===== src/rtl/mem_access_ctrl.sv =====
// Single-port request/response controller in front of a synchronous memory.
// Writes take one strobe cycle; reads strobe, wait one cycle for data, then hold a response.
module mem_access_ctrl #(
    parameter int unsigned ADDR_WIDTH = 5,
    parameter int unsigned DATA_WIDTH = 8
) (
    input  logic                  clk,
    input  logic                  rst_n,
    input  logic                  req_valid,
    output logic                  req_ready,
    input  logic                  req_we,
    input  logic [ADDR_WIDTH-1:0] req_addr,
    input  logic [DATA_WIDTH-1:0] req_wdata,
    output logic                  rsp_valid,
    input  logic                  rsp_ready,
    output logic [DATA_WIDTH-1:0] rsp_rdata,
    output logic                  mem_read,
    output logic                  mem_write,
    output logic [ADDR_WIDTH-1:0] mem_addr,
    output logic [DATA_WIDTH-1:0] mem_wdata,
    input  logic [DATA_WIDTH-1:0] mem_rdata,
    output logic [7:0]            wr_count,
    output logic [7:0]            rd_count
);

    typedef enum logic [2:0] {
        StIdle,
        StWrite,
        StRead,
        StWait,
        StResp
    } state_e;

    state_e                  state_q, state_d;
    logic [ADDR_WIDTH-1:0]   addr_q, addr_d;
    logic [DATA_WIDTH-1:0]   wdata_q, wdata_d;
    logic [DATA_WIDTH-1:0]   rdata_q, rdata_d;
    logic [7:0]              wr_count_q, wr_count_d;
    logic [7:0]              rd_count_q, rd_count_d;

    always_ff @(posedge clk or negedge rst_n) begin
        if (!rst_n) begin
            state_q    <= StIdle;
            addr_q     <= '0;
            wdata_q    <= '0;
            rdata_q    <= '0;
            wr_count_q <= '0;
            rd_count_q <= '0;
        end else begin
            state_q    <= state_d;
            addr_q     <= addr_d;
            wdata_q    <= wdata_d;
            rdata_q    <= rdata_d;
            wr_count_q <= wr_count_d;
            rd_count_q <= rd_count_d;
        end
    end

    // The request direction is carried by the WRITE/READ state, so no separate we flop.
    always_comb begin
        state_d    = state_q;
        addr_d     = addr_q;
        wdata_d    = wdata_q;
        rdata_d    = rdata_q;
        wr_count_d = wr_count_q;
        rd_count_d = rd_count_q;
        unique case (state_q)
            StIdle: begin
                if (req_valid) begin
                    addr_d  = req_addr;
                    wdata_d = req_wdata;
                    state_d = req_we ? StWrite : StRead;
                end
            end
            StWrite: begin
                wr_count_d = wr_count_q + 8'd1;
                state_d    = StIdle;
            end
            StRead: begin
                state_d = StWait;
            end
            StWait: begin
                rdata_d = mem_rdata;
                state_d = StResp;
            end
            StResp: begin
                if (rsp_ready) begin
                    rd_count_d = rd_count_q + 8'd1;
                    state_d    = StIdle;
                end
            end
            default: begin
                state_d = StIdle;
            end
        endcase
    end

    // req_ready is gated by rst_n so it drops the instant reset asserts.
    always_comb begin
        req_ready = rst_n && (state_q == StIdle);
        mem_write = (state_q == StWrite);
        mem_read  = (state_q == StRead);
        mem_addr  = (mem_write || mem_read) ? addr_q : '0;
        mem_wdata = mem_write ? wdata_q : '0;
        rsp_valid = (state_q == StResp);
        rsp_rdata = rdata_q;
        wr_count  = wr_count_q;
        rd_count  = rd_count_q;
    end

endmodule


===== config.mk =====
export PLATFORM = sky130hd
export DESIGN_NAME = mem_access_ctrl
export DESIGN_NICKNAME = d
export VERILOG_FILES = /design/src/rtl/mem_access_ctrl.sv
export SDC_FILE = /design/constraint.sdc
export NUM_CORES = 1
export LEC_CHECK = 0
export BUFFER_PORTS_ARGS = -buffer_cell sky130_fd_sc_hd__buf_2
export CAP_MARGIN = 20
export CORE_MARGIN = 5
export CORE_UTILIZATION = 49
export DETAILED_ROUTE_END_ITERATION = 6
export PLACE_DENSITY = 0.83
export SYNTH_ARGS = -nofsm -noshare
export SYNTH_HDL_FRONTEND = slang
export SYNTH_SLANG_ARGS = --single-unit

===== constraint.sdc =====
create_clock -name clk -period 1.7 [get_ports clk]
set_input_delay 0.34 -clock clk [delete_from_list [all_inputs] [get_ports clk]]
set_output_delay 0.34 -clock clk [all_outputs]
set_load 0.1 [all_outputs]

; After elaboration in Yosys (flattened, before gate mapping)
; Index checks and enable logic that the tools add are counted.
[classes]
n_addsub = 2
n_eq_ne = 6
n_mux = 6
n_reduce_logical = 6
[op_table]
columns = op, count
row1 = "adder 8 x 1 -> 8 bit, second input constant", 2
row2 = one-hot mux 3 bit (4 select lines), 1
row3 = two-way mux 8 bit, 1
row4 = "== test 3 x 2 -> 1 bit, second input constant", 2
row5 = two-way mux 3 bit, 2
row6 = AND reduction 2 bit, 3
row7 = two-way mux 5 bit, 1
row8 = "== test 3 x 1 -> 1 bit, second input constant", 1
row9 = "== test 3 bit, second input constant", 1
row10 = zero test 3 bit, 1
row11 = two-way mux 2 bit, 1
row12 = "!= test 2 x 1 -> 1 bit, second input constant", 1
row13 = "!= test 2 bit, second input constant", 1
row14 = logical AND 1 bit, 1
row15 = logical OR 1 bit, 1
[totals]
reg_bits = 40
inputBits = 26

; Logic depth before layout (Yosys ltp)
[depth]
ltp_word = 3
ltp_mapped = 5

; Least setup slack after synthesis
; No wires, ideal clock.
[synth_path]
kind = register -> output
from = reg state_q[2]
to = out mem_read
arrival_ns = 2.708
path_slack_ns = -1.348
stages_incl_launch_ff = 3
cell_sequence = dfrtp_1 buf_4 nor3b_1
[synth_via]
elab_chain_len = 1
[synth_lines]
columns = element, line
row1 = from (decl), 34  ; state_e state_q, state_d;
row2 = from (signal assigned), 43  ; state_q <= StIdle;
row3 = from (signal assigned), 50  ; state_q <= state_d;
row4 = == test 3 x 2 -> 1 bit, 102  ; mem_read = (state_q == StRead);
row5 = to (decl), 17  ; output logic mem_read,
; Every way passes these cells.

; Final worst setup path
[layout_path]
from = reg state_q[1]
to = out mem_wdata[5]
[layout_via]
elab_chain_len = 2
[layout_lines]
columns = element, line
row1 = == test 3 x 1 -> 1 bit, 101  ; mem_write = (state_q == StWrite);
row2 = two-way mux 8 bit, 104  ; mem_wdata = mem_write ? wdata_q : '0;
row3 = to (decl), 20  ; output logic [DATA_WIDTH-1:0] mem_wdata,
; Every way passes these cells.

==> flow_metrics.env <==
export IMPL_route_met2_wl_mm=2.14
export IMPL_antenna_diode_count=0
export IMPL_core_area_sq_um=3630
export IMPL_clockBufferDepth=2
export IMPL_synth_seq_cells=40
export IMPL_rsz0062_at_grt="yes"
export IMPL_place_hpwl_mm=3.03
export IMPL_drc_errors=0
export IMPL_area_growth_pct=45.2
export IMPL_grt_max_degree=41
export IMPL_tns_ps=-1450
export IMPL_grt_overflow_total=0
export IMPL_grt_pass1_vias=1437
export IMPL_cp_max_fo=5
export IMPL_fin_worst_skew_ps=9.00
export IMPL_max_freq_ghz=0.548
export IMPL_syn_inst=132
export IMPL_clk_latency_ps=290
export IMPL_clkSinkCount=40
export IMPL_die_area_sq_um=5050
export IMPL_die_x_um=71.1
export IMPL_setup_ws_ps=-125
export IMPL_layout_nets=235
export IMPL_status="complete, but fails checks"
export IMPL_required_ps=1360
export IMPL_final_common_cell="buf_2"
export IMPL_crit_type="flop to output port"
export IMPL_wl_met3_um=350
export IMPL_synth_cell_area_sq_um=1830
export IMPL_num_vias=1337
export IMPL_synth_ff_type="dfrtp_1"
export IMPL_io_pins=67
export IMPL_yosysSeqAreaShare_pct=54.8
export IMPL_hold_buffers=0
export IMPL_antenna_found_initial=0
export IMPL_dieHeight_um=71.1
export IMPL_syn_nets=160
export IMPL_cts_buffers=5
export IMPL_cts_root_buf="clkbuf_8"
export IMPL_post_drt_wl_per_cell_um=16.6
export IMPL_cts_tree="done"
export IMPL_drtIter0Drc=26
export IMPL_initial_core_util_pct=50.3
export IMPL_yosys_warnings=0
export IMPL_drive_above_1_share_pct=63.9
export IMPL_max_cap_violations=0
export IMPL_violations="negative setup slack"
export IMPL_synthArstFlopShare_pct=100
export IMPL_slew_viol_final=0
export IMPL_tightest_slew_ps=493
export IMPL_firstDrtPassIters=4
export IMPL_ant_nets=0
export IMPL_rows=22
export IMPL_slew_headroom_pct=67.2
export IMPL_finalCriticalPeriod_ps=1820
export IMPL_setup_violations=17
export IMPL_portBuffers=66
export IMPL_cp_end_kind="output port"
export IMPL_arrival_ps=1480
export IMPL_fin_crit_sh_pct=107
export IMPL_cp_start_kind="flop"
export IMPL_ys_types=25
export IMPL_layout_common_cells="buf_2, dfrtp_1, buf_12, xnor2_1, mux2_2"
export IMPL_grt_pass1_wl_mm=6.96
export IMPL_hold_class="input port to asynchronous set/reset pin"
export IMPL_gp_congestion=0.703
export IMPL_syn_area_per_cell_sq_um=13.8
export IMPL_cts_max_level=2
export IMPL_clk_pin_slew_ps=80
export IMPL_synth_edf_count=0
export IMPL_grt_util_all_layers_pct=17.9
export IMPL_wl_met1_mm=1.70
export IMPL_dr_max_layer_used="met4"
export IMPL_hold_violations=0
export IMPL_avgViaCountPerCell=5.22
export IMPL_routed_wl_mm=4.25
## metrics by stage
step,cells,setup slack [ps],hold WS (ps),instance area (sq um),utilization (%)
floorplan,132,-209,44.4,1870,-
global placement,245,154,454,2470,68.0
detailed placement,245,116,462,2470,68.0
CTS,255,-116,161,2640,72.6
global route,256,-211,196,2650,73.0
finish,256,-125,151,2650,73.0
## synthesized netlist by cell type (2+ instances only)
library cell   n  share of area (%)
xnor2_1       13                6.2
and3_1         4                1.4
mux2_4        11                9.0
and2_1        13                4.4
inv_1          2               0.41
a21oi_1        2               0.55
ha_1           2                1.4
xor2_1         2               0.96
dfrtp_1       40                 55
nor2_1         2               0.41
nand2_1        5                1.0
mux2_2        12                7.4
nor3_1         2               0.55
nand4_1        8                2.7
buf_6          4                2.5
## layer usage
metal  track usage, %  vias up
li1                 -      599
met1             21.4      671
met2             29.6       61
met3             7.10        6
met4             5.85        0
met5                0        -
## flip-flops by register name, summed over array words and instances, names as in the netlist
signal,cells
wr_count,8
addr_q,5
rsp_rdata,8
state_q,3
rd_count,8
wdata_q,8
## what timing repair did
action / 4_1_cts / 5_1_grt
pin swaps: 10 / 7
resized for setup: 18 / 2
gates cloned: 1 / 0
setup endpoints to repair: 16 / 17
setup buffers: 1 / 1
## kinds of logic (layout without fill, tap and decap cells)
logic type,count (synthesis),in the layout,synth area share (%)
xor gates and xnor gates,15,15,7.19
DFF,40,40,54.8
adders and majority gates,2,2,1.37
muxes,23,23,16.4
AOI/OAI and AO/OA,3,3,0.821
and+or+nand+nor,41,42,15.1
buffers and inverters,8,83,4.38
## worst max-delay path, stage by stage (launching register included)
cell and delay (ps):
dfrtp_2 500, nor3b_4 280, and2_2 230, buf_12 180
## area by class of cell
cell class / instances / area (sq um)
sequential: 40 / 1010
inverter: 2 / 7.51
tap: 48 / 60.1
clock buffer: 6 / 72.6
timing repair buffer: 73 / 649
clock inverter: 2 / 35.0
multi-input combinational: 85 / 821
fill: 262 / 980
## worst paths after layout
check / start / to / slack (ps) / cells past startpoint
max: state_q[1] / mem_wdata[5] / -120 / 3
min: rst_n / addr_q[2] / 150 / 2
max reg2reg: state_q[2] / wdata_q[0] / 90 / 4
min reg2reg: wr_count[7] / wr_count[7] / 460 / 1
max in group asynchronous: rst_n / state_q[2] / 1180 / 2
min in group clk: rsp_ready / state_q[2] / 250 / 2
Power is left out: the tool's default activity adds up to more than one toggle a clock period on the data nets, which glitch-free logic cannot reach.
